--- src/rtl/nand_flash_responder_if.sv ---
// Memory command interface between the NAND flash controller (master) and
// the memory-side responder (slave): command, program-data and read-data streams.
interface nand_flash_responder_if #(
    parameter int AddressWidth = 16,
    parameter int CommandWidth = 3,
    parameter int DataWidth    = 8
);
    logic                    cmd_valid;
    logic [CommandWidth-1:0] cmd;
    logic [AddressWidth-1:0] addr;
    logic                    cmd_ready;
    logic                    wr_valid;
    logic [DataWidth-1:0]    wr_data;
    logic                    wr_ready;
    logic                    rd_valid;
    logic [DataWidth-1:0]    rd_data;
    logic                    rd_ready;
    logic                    busy_n;
    logic                    done;
    logic                    fail;

    modport master (
        output cmd_valid, cmd, addr, wr_valid, wr_data, rd_ready,
        input  cmd_ready, wr_ready, rd_valid, rd_data, busy_n, done, fail
    );

    modport slave (
        input  cmd_valid, cmd, addr, wr_valid, wr_data, rd_ready,
        output cmd_ready, wr_ready, rd_valid, rd_data, busy_n, done, fail
    );
endinterface

--- src/rtl/nand_flash_responder.sv ---
// Memory-side NAND model: erase/program/read on a small page array with
// bit-clearing program semantics and fixed busy latencies.
//
// state      | meaning
// -----------+-----------------------------------------------------------
// IDLE       | cmd_ready high; done/fail pulse here after an operation
// ERASE_BUSY | busy_n low; block set to all-ones on the last cycle
// PROG_LOAD  | wr_ready high; collecting PageSize beats into the buffer
// PROG_BUSY  | busy_n low; page ANDed with the buffer on the last cycle
// READ_BUSY  | busy_n low; array access latency before streaming
// READ_OUT   | rd_valid high; one beat per rd_valid && rd_ready
module nand_flash_responder #(
    parameter int AddressWidth   = 16,
    parameter int CommandWidth   = 3,
    parameter int DataWidth      = 8,
    parameter int PageSize       = 16,
    parameter int NumPages       = 16,
    parameter int PagesPerBlock  = 4,
    parameter int EraseLatency   = 8,
    parameter int ProgramLatency = 4,
    parameter int ReadLatency    = 2
) (
    input logic                  clk,
    input logic                  rst_n,
    nand_flash_responder_if.slave bus
);
    localparam int PageBits = $clog2(NumPages);
    localparam int BeatBits = $clog2(PageSize);
    localparam int LatMax   = (EraseLatency > ProgramLatency)
                              ? ((EraseLatency > ReadLatency) ? EraseLatency : ReadLatency)
                              : ((ProgramLatency > ReadLatency) ? ProgramLatency : ReadLatency);
    localparam int CntWidth = $clog2(LatMax + 1);

    localparam logic [CommandWidth-1:0] CmdErase   = CommandWidth'(0);
    localparam logic [CommandWidth-1:0] CmdProgram = CommandWidth'(1);
    localparam logic [CommandWidth-1:0] CmdRead    = CommandWidth'(2);
    localparam logic [PageBits-1:0]     BlockMask  = ~PageBits'(PagesPerBlock - 1);
    localparam logic [BeatBits-1:0]     LastBeat   = BeatBits'(PageSize - 1);

    typedef enum logic [2:0] {
        IDLE, ERASE_BUSY, PROG_LOAD, PROG_BUSY, READ_BUSY, READ_OUT
    } state_t;

    state_t                state_q;
    logic [PageBits-1:0]   page_q;
    logic [BeatBits-1:0]   beat_q;
    logic [CntWidth-1:0]   lat_q;
    logic                  cmd_ready_q;
    logic                  wr_ready_q;
    logic                  rd_valid_q;
    logic [DataWidth-1:0]  rd_data_q;
    logic                  busy_n_q;
    logic                  done_q;
    logic                  fail_q;

    // Array and page buffer are deliberately not reset.
    logic [DataWidth-1:0]  mem_q      [NumPages*PageSize];
    logic [DataWidth-1:0]  page_buf_q [PageSize];

    logic                  erase_commit;
    logic                  prog_commit;
    logic [PageBits-1:0]   blk_base;
    logic [BeatBits-1:0]   rd_beat_d;
    logic [DataWidth-1:0]  rd_word;
    logic                  unused_addr_bits;

    assign erase_commit     = (state_q == ERASE_BUSY) && (lat_q == '0);
    assign prog_commit      = (state_q == PROG_BUSY) && (lat_q == '0);
    assign blk_base         = page_q & BlockMask;
    assign rd_beat_d        = (state_q == READ_OUT) ? beat_q + 1'b1 : '0;
    assign rd_word          = mem_q[{page_q, rd_beat_d}];
    assign unused_addr_bits = ^bus.addr[AddressWidth-1:PageBits];

    always_ff @(posedge clk or negedge rst_n) begin
        if (!rst_n) begin
            state_q     <= IDLE;
            page_q      <= '0;
            beat_q      <= '0;
            lat_q       <= '0;
            cmd_ready_q <= 1'b1;
            wr_ready_q  <= 1'b0;
            rd_valid_q  <= 1'b0;
            rd_data_q   <= '0;
            busy_n_q    <= 1'b1;
            done_q      <= 1'b0;
            fail_q      <= 1'b0;
        end else begin
            done_q <= 1'b0;
            fail_q <= 1'b0;
            case (state_q)
                IDLE: begin
                    if (bus.cmd_valid && cmd_ready_q) begin
                        page_q <= bus.addr[PageBits-1:0];
                        beat_q <= '0;
                        case (bus.cmd)
                            CmdErase: begin
                                state_q     <= ERASE_BUSY;
                                lat_q       <= CntWidth'(EraseLatency - 1);
                                cmd_ready_q <= 1'b0;
                                busy_n_q    <= 1'b0;
                            end
                            CmdProgram: begin
                                state_q     <= PROG_LOAD;
                                cmd_ready_q <= 1'b0;
                                wr_ready_q  <= 1'b1;
                            end
                            CmdRead: begin
                                state_q     <= READ_BUSY;
                                lat_q       <= CntWidth'(ReadLatency - 1);
                                cmd_ready_q <= 1'b0;
                                busy_n_q    <= 1'b0;
                            end
                            default: fail_q <= 1'b1;
                        endcase
                    end
                end
                ERASE_BUSY, PROG_BUSY: begin
                    if (lat_q == '0) begin
                        state_q     <= IDLE;
                        cmd_ready_q <= 1'b1;
                        busy_n_q    <= 1'b1;
                        done_q      <= 1'b1;
                    end else begin
                        lat_q <= lat_q - 1'b1;
                    end
                end
                PROG_LOAD: begin
                    if (bus.wr_valid) begin
                        beat_q <= beat_q + 1'b1;
                        if (beat_q == LastBeat) begin
                            state_q    <= PROG_BUSY;
                            lat_q      <= CntWidth'(ProgramLatency - 1);
                            wr_ready_q <= 1'b0;
                            busy_n_q   <= 1'b0;
                        end
                    end
                end
                READ_BUSY: begin
                    if (lat_q == '0) begin
                        state_q    <= READ_OUT;
                        beat_q     <= '0;
                        rd_valid_q <= 1'b1;
                        rd_data_q  <= rd_word;
                        busy_n_q   <= 1'b1;
                    end else begin
                        lat_q <= lat_q - 1'b1;
                    end
                end
                READ_OUT: begin
                    if (bus.rd_ready) begin
                        beat_q <= beat_q + 1'b1;
                        if (beat_q == LastBeat) begin
                            state_q     <= IDLE;
                            rd_valid_q  <= 1'b0;
                            cmd_ready_q <= 1'b1;
                            done_q      <= 1'b1;
                        end else begin
                            rd_data_q <= rd_word;
                        end
                    end
                end
                default: begin
                    state_q     <= IDLE;
                    cmd_ready_q <= 1'b1;
                    wr_ready_q  <= 1'b0;
                    rd_valid_q  <= 1'b0;
                    busy_n_q    <= 1'b1;
                end
            endcase
        end
    end

    always_ff @(posedge clk) begin
        if ((state_q == PROG_LOAD) && bus.wr_valid) begin
            page_buf_q[beat_q] <= bus.wr_data;
        end
    end

    // NAND program can only clear bits, so the commit is old & buffer.
    always_ff @(posedge clk) begin
        if (erase_commit) begin
            for (int p = 0; p < PagesPerBlock; p++) begin
                for (int b = 0; b < PageSize; b++) begin
                    mem_q[{blk_base | PageBits'(p), BeatBits'(b)}] <= '1;
                end
            end
        end else if (prog_commit) begin
            for (int b = 0; b < PageSize; b++) begin
                mem_q[{page_q, BeatBits'(b)}] <= mem_q[{page_q, BeatBits'(b)}] & page_buf_q[b];
            end
        end
    end

    assign bus.cmd_ready = cmd_ready_q;
    assign bus.wr_ready  = wr_ready_q;
    assign bus.rd_valid  = rd_valid_q;
    assign bus.rd_data   = rd_data_q;
    assign bus.busy_n    = busy_n_q;
    assign bus.done      = done_q;
    assign bus.fail      = fail_q;
endmodule

--- src/flat_wrapper.sv ---
// flat-port wrapper written by rule: the top's interface ports become plain ports
module nand_flash_responder_flat 
#(
    parameter int AddressWidth   = 16,
    parameter int CommandWidth   = 3,
    parameter int DataWidth      = 8,
    parameter int PageSize       = 16,
    parameter int NumPages       = 16,
    parameter int PagesPerBlock  = 4,
    parameter int EraseLatency   = 8,
    parameter int ProgramLatency = 4,
    parameter int ReadLatency    = 2
)
  (clk, rst_n, bus_cmd_valid, bus_cmd, bus_addr, bus_wr_valid, bus_wr_data, bus_rd_ready, bus_cmd_ready, bus_wr_ready, bus_rd_valid, bus_rd_data, bus_busy_n, bus_done, bus_fail);
  nand_flash_responder_if #(.AddressWidth(AddressWidth), .CommandWidth(CommandWidth), .DataWidth(DataWidth)) bus_i ();
  input logic clk;
  input logic rst_n;
  input wire logic [$bits(bus_i.cmd_valid)-1:0] bus_cmd_valid;
  input wire logic [$bits(bus_i.cmd)-1:0] bus_cmd;
  input wire logic [$bits(bus_i.addr)-1:0] bus_addr;
  input wire logic [$bits(bus_i.wr_valid)-1:0] bus_wr_valid;
  input wire logic [$bits(bus_i.wr_data)-1:0] bus_wr_data;
  input wire logic [$bits(bus_i.rd_ready)-1:0] bus_rd_ready;
  output wire logic [$bits(bus_i.cmd_ready)-1:0] bus_cmd_ready;
  output wire logic [$bits(bus_i.wr_ready)-1:0] bus_wr_ready;
  output wire logic [$bits(bus_i.rd_valid)-1:0] bus_rd_valid;
  output wire logic [$bits(bus_i.rd_data)-1:0] bus_rd_data;
  output wire logic [$bits(bus_i.busy_n)-1:0] bus_busy_n;
  output wire logic [$bits(bus_i.done)-1:0] bus_done;
  output wire logic [$bits(bus_i.fail)-1:0] bus_fail;
  assign bus_i.cmd_valid = bus_cmd_valid;
  assign bus_i.cmd = bus_cmd;
  assign bus_i.addr = bus_addr;
  assign bus_i.wr_valid = bus_wr_valid;
  assign bus_i.wr_data = bus_wr_data;
  assign bus_i.rd_ready = bus_rd_ready;
  assign bus_cmd_ready = bus_i.cmd_ready;
  assign bus_wr_ready = bus_i.wr_ready;
  assign bus_rd_valid = bus_i.rd_valid;
  assign bus_rd_data = bus_i.rd_data;
  assign bus_busy_n = bus_i.busy_n;
  assign bus_done = bus_i.done;
  assign bus_fail = bus_i.fail;
  nand_flash_responder #(.AddressWidth(AddressWidth), .CommandWidth(CommandWidth), .DataWidth(DataWidth), .PageSize(PageSize), .NumPages(NumPages), .PagesPerBlock(PagesPerBlock), .EraseLatency(EraseLatency), .ProgramLatency(ProgramLatency), .ReadLatency(ReadLatency)) u_core (.clk(clk), .rst_n(rst_n), .bus(bus_i));
endmodule
--- config.mk ---
export PLATFORM = sky130hd
export DESIGN_NAME = nand_flash_responder_flat
export DESIGN_NICKNAME = d
export VERILOG_FILES = /design/src/rtl/nand_flash_responder_if.sv /design/src/rtl/nand_flash_responder.sv /design/src/flat_wrapper.sv
export SDC_FILE = /design/constraint.sdc
export NUM_CORES = 2
export LEC_CHECK = 0
export CAP_MARGIN = 20
export CORE_UTILIZATION = 40
export CTS_BUF_LIST = sky130_fd_sc_hd__clkbuf_4
export CTS_CLUSTER_SIZE = 8
export DETAILED_ROUTE_END_ITERATION = 6
export SYNTH_ARGS = -nofsm -noshare
export SYNTH_HDL_FRONTEND = slang
export SYNTH_SLANG_ARGS = --single-unit
--- constraint.sdc ---
create_clock -name clk -period 14.4 [get_ports clk]
set_input_delay 2.88 -clock clk [delete_from_list [all_inputs] [get_ports clk]]
set_output_delay 2.88 -clock clk [all_outputs]
set_load 0.01 [all_outputs]
==> flow_metrics.py <==
metrics = {
    "cts": {
        "cts_sinks": 2205,
        "cts_root_buffer": "clkbuf_4",
        "tritoncts": "yes",
        "clk_pin_slew_ns": 0.06,
        "clkLatencyLatePin_ns": 1.43,
        "cts_made_buffers": 606,
        "holdBufCountCts": 0,
        "h-tree-depth": 6,
        "clk_path_buf_depth": 4,
        "post_cts_resized": 0,
        "cts_setup_buffers": 0,
    },
    "worst_setup_path": {
        "cp_max_fo": 210,
        "rr_endpoint": "u_core.bus.rd_data[6]",
        "cp.depth": 12,
        "r2r_cells": 12,
        "cpMostUsedCell": "buf_12",
        "path_class": "reg -> reg",
        "r2r_start": "u_core.beat_q[0]",
        "crit_path_cell_trace": "inv_8 -> ha_1 -> and4b_4 -> buf_12 -> buf_12 -> buf_4 -> o211ai_1 -> and3_1 -> a31oi_1 -> a41o_1 -> nand4_1 -> mux2_2",
        "critPathLaunch": "u_core.beat_q[0]",
        "endpoint": "u_core.bus.rd_data[6]",
        "worstSetupStartpointType": "register",
        "cp.arrival_ns": 7.79,
        "endpoint_kind": "register",
        "rrSetupSlack_ns": 7.89,
        "crit_slowest_cell": "buf_4",
        "critPathTopFamily": "buffers and inverters",
        "required_ns": 15.69,
        "cpPeakStageDelay_ns": 0.78,
        "cp.buffers_inverters": 4,
    },
    "floorplan": {
        "dieArea_um2": 278100,
        "rows": 192,
        "io-pin-count": 46,
        "die_x_um": 527.4,
        "core_um2": 274100,
        "die_h_um": 527.4,
        "start_util": 0.4028,
    },
    "drt": {
        "vias_per_cell": 6.231,
        "drc": 0,
        "antenna_left": 0,
        "dr_total_vias": 75160,
        "drt-total-wl_um": 350200,
        "wl_per_cell_um": 29.03,
        "firstDrtPassIters": 6,
        "drt_iter0_markers": 9548,
    },
    "logic_synthesis": {
        "yosysWarnings": 0,
        "ys.flop_type": "edfxtp_1",
        "synth_edf_count": 2176,
        "syn-num-nets": 8063,
        "async_flop_share": 0.01315,
        "ys_types": 57,
        "synth_area_um2": 110400,
        "syn_inst": 8025,
        "ys_seq_area_frac": 0.5984,
        "synth_seq_cells": 2205,
        "syn_area_per_cell_um2": 13.76,
    },
    "place": {
        "dp_cells": 11020,
        "place_area_um2": 112500,
        "dpl.hpwl_um": 208400,
        "place.gp.congestion": 0.9009,
        "place_ws_ns": 8.161,
        "portBuffers": 33,
    },
    "run_status": {
        "status": "completed",
    },
    "sta": {
        "finalCriticalPeriod_ns": 6.506,
        "fin_worst_skew_ns": 0.1076,
        "fin_setup_tns_ns": 0,
        "setup_viol": 0,
        "setup_ws_ns": 7.894,
        "fin_crit_sh": 0.4518,
        "grt_setup_unrepaired": "no",
        "drv_slew": 0,
        "hold_slack_ns": 0.4952,
        "hold_viol_final": 0,
        "max_freq_ghz": 0.1537,
        "relSlewSlack": 0.1926,
        "worst_slew_pin_slew_ns": 1.210,
    },
    "finish": {
        "final_common_cell": "edfxtp_1",
        "final_util": 0.4381,
        "syn2layout_area_growth_pct": 8.756,
        "drive_above_1_share": 0.2333,
        "layout.nets": 7987,
        "fin_area_um2": 120100,
        "stdcell_count": 12060,
        "layout_common_cells": "2176 x edfxtp_1, 2073 x nand2_1, 900 x clkbuf_4",
    },
    "power_and_ir_drop": {
        "power.density_nw_per_um2": 104.8,
        "p_leak_nw": 38.32,
        "ir_drop_uv": 90.59,
        "fin_total_pwr_mw": 12.58,
    },
    "run": {
        "drv_cap": 0,
    },
    "min_path": {
        "hold_path_class": "reg -> reg",
        "hold_depth": 2,
    },
    "global_route": {
        "grt_antenna_before_repair": 14,
        "grt_pass1_wl_um": 506300,
        "grt_pass1_vias": 75690,
        "globalRoute.totalOverflow": 0,
        "grt_max_degree": 211,
        "grt.total_usage": 0.2475,
    },
}
-- area by class of cell --
cell class,instances,area (um2)
clock buffer,900,6756
clock inverter,126,674.4
sequential,2205,66090
inverter,11,48.80
antenna,10,25.02
multi-input combinational,4926,40010
timing repair buffer,199,1872
tap,3686,4612
fill,24790,154000
-- cells in the mapped netlist (all sizes together) (2+ instances only) --
| master | instances | area [um2] |
|---|---|---|
| xor2 | 3 | 26.28 |
| o211ai | 512 | 3844 |
| nor3b | 2 | 15.01 |
| a211oi | 2 | 15.01 |
| xnor2 | 4 | 35.03 |
| a31oi | 7 | 43.79 |
| o221ai | 513 | 4493 |
| dfrtp | 27 | 675.7 |
| o31ai | 6 | 45.04 |
| mux2i | 513 | 5135 |
| a21oi | 19 | 95.09 |
| nand4 | 63 | 394.1 |
| nand2b | 6 | 37.54 |
| o21a | 2 | 15.01 |
| o22ai | 3 | 18.77 |
| mux2 | 8 | 90.09 |
| and4 | 7 | 61.31 |
| edfxtp | 2176 | 65340 |
| buf | 485 | 3253 |
| and3 | 13 | 81.33 |
| nor2 | 33 | 123.9 |
| or2 | 6 | 37.54 |
| mux4 | 640 | 14410 |
| ha | 6 | 75.07 |
| nor2b | 2 | 12.51 |
| clkbuf | 398 | 1494 |
| o21ai | 62 | 310.3 |
| nor4 | 4 | 31.28 |
| dfstp | 2 | 52.55 |
| inv | 11 | 41.29 |
| nand3 | 252 | 1261 |
| nand2 | 2202 | 8586 |
| and2 | 10 | 62.56 |
| nor3 | 12 | 65.06 |
-- logic make-up (layout without fill, tap and decap cells) --
| group | count (synthesis) | after routing | synth area share |
|---|---|---|---|
| XOR/XNOR | 7 | 7 | 0.0005553 |
| other | 0 | 10 | 0 |
| flip-flops | 2205 | 2205 | 0.5984 |
| AND/OR/NAND/NOR | 2618 | 2618 | 0.09806 |
| AO/OA/AOI/OAI | 1134 | 1134 | 0.08108 |
| multiplexers | 1161 | 1161 | 0.1779 |
| adder cells (fa/ha/maj) | 6 | 6 | 0.0006799 |
| buffers and inverters | 894 | 1236 | 0.04337 |
-- state kept, by name, indices dropped and copies added, names as in the netlist --
register	flops
u_core.lat_q	4
u_core.bus.busy_n	1
u_core.bus.rd_valid	1
u_core.state_q	3
u_core.bus.cmd_ready	1
u_core.bus.fail	1
u_core.page_q	4
u_core.mem_q	2048
u_core.bus.done	1
u_core.beat_q	4
u_core.page_buf_q	128
u_core.bus.wr_ready	1
u_core.bus.rd_data	8
-- worst min-delay path by stage --
| stage | start | endpoint | slack, ns |
|---|---|---|---|
| 4_1_cts | u_core.bus.rd_data[7] | u_core.bus.rd_data[7] | 0.50 |
| 3_3_place_gp | u_core.bus.rd_data[7] | u_core.bus.rd_data[7] | 0.48 |
| 3_5_place_dp | u_core.bus.rd_data[7] | u_core.bus.rd_data[7] | 0.48 |
| 6_report | u_core.bus.rd_data[7] | u_core.bus.rd_data[7] | 0.50 |
| 5_1_grt | u_core.bus.rd_data[7] | u_core.bus.rd_data[7] | 0.52 |
| 2_1_floorplan | u_core.lat_q[1] | u_core.lat_q[1] | 0.47 |
-- worst min-delay path: stages, from the launching register on --
cell	delay (ns)
dfrtp_1	0.35
nand2_1	0.05
o21ai_1	0.06
-- power by group --
part / internal (mW) / switching (mW) / total [mW]
Sequential: 6.95 / 0 / 6.95
Combinational: 0.00529 / 0.0139 / 0.0192
Clock: 2.96 / 2.65 / 5.62
Total: 9.91 / 2.67 / 12.6
-- metal layers --
| layer | wire (um) | up-vias | part of all wire | GRT usage |
|---|---|---|---|---|
| met4 | 16240 | 8 | 0.046 | 0.1176 |
| met2 | 167400 | 4455 | 0.48 | 0.4031 |
| li1 | - | 31560 | - | - |
| met5 | 57 | - | 0.00016 | 0 |
| met3 | 36310 | 799 | 0.10 | 0.05540 |
| met1 | 130200 | 38340 | 0.37 | 0.3127 |
Note: power is estimated with default switching activity, not from simulation.
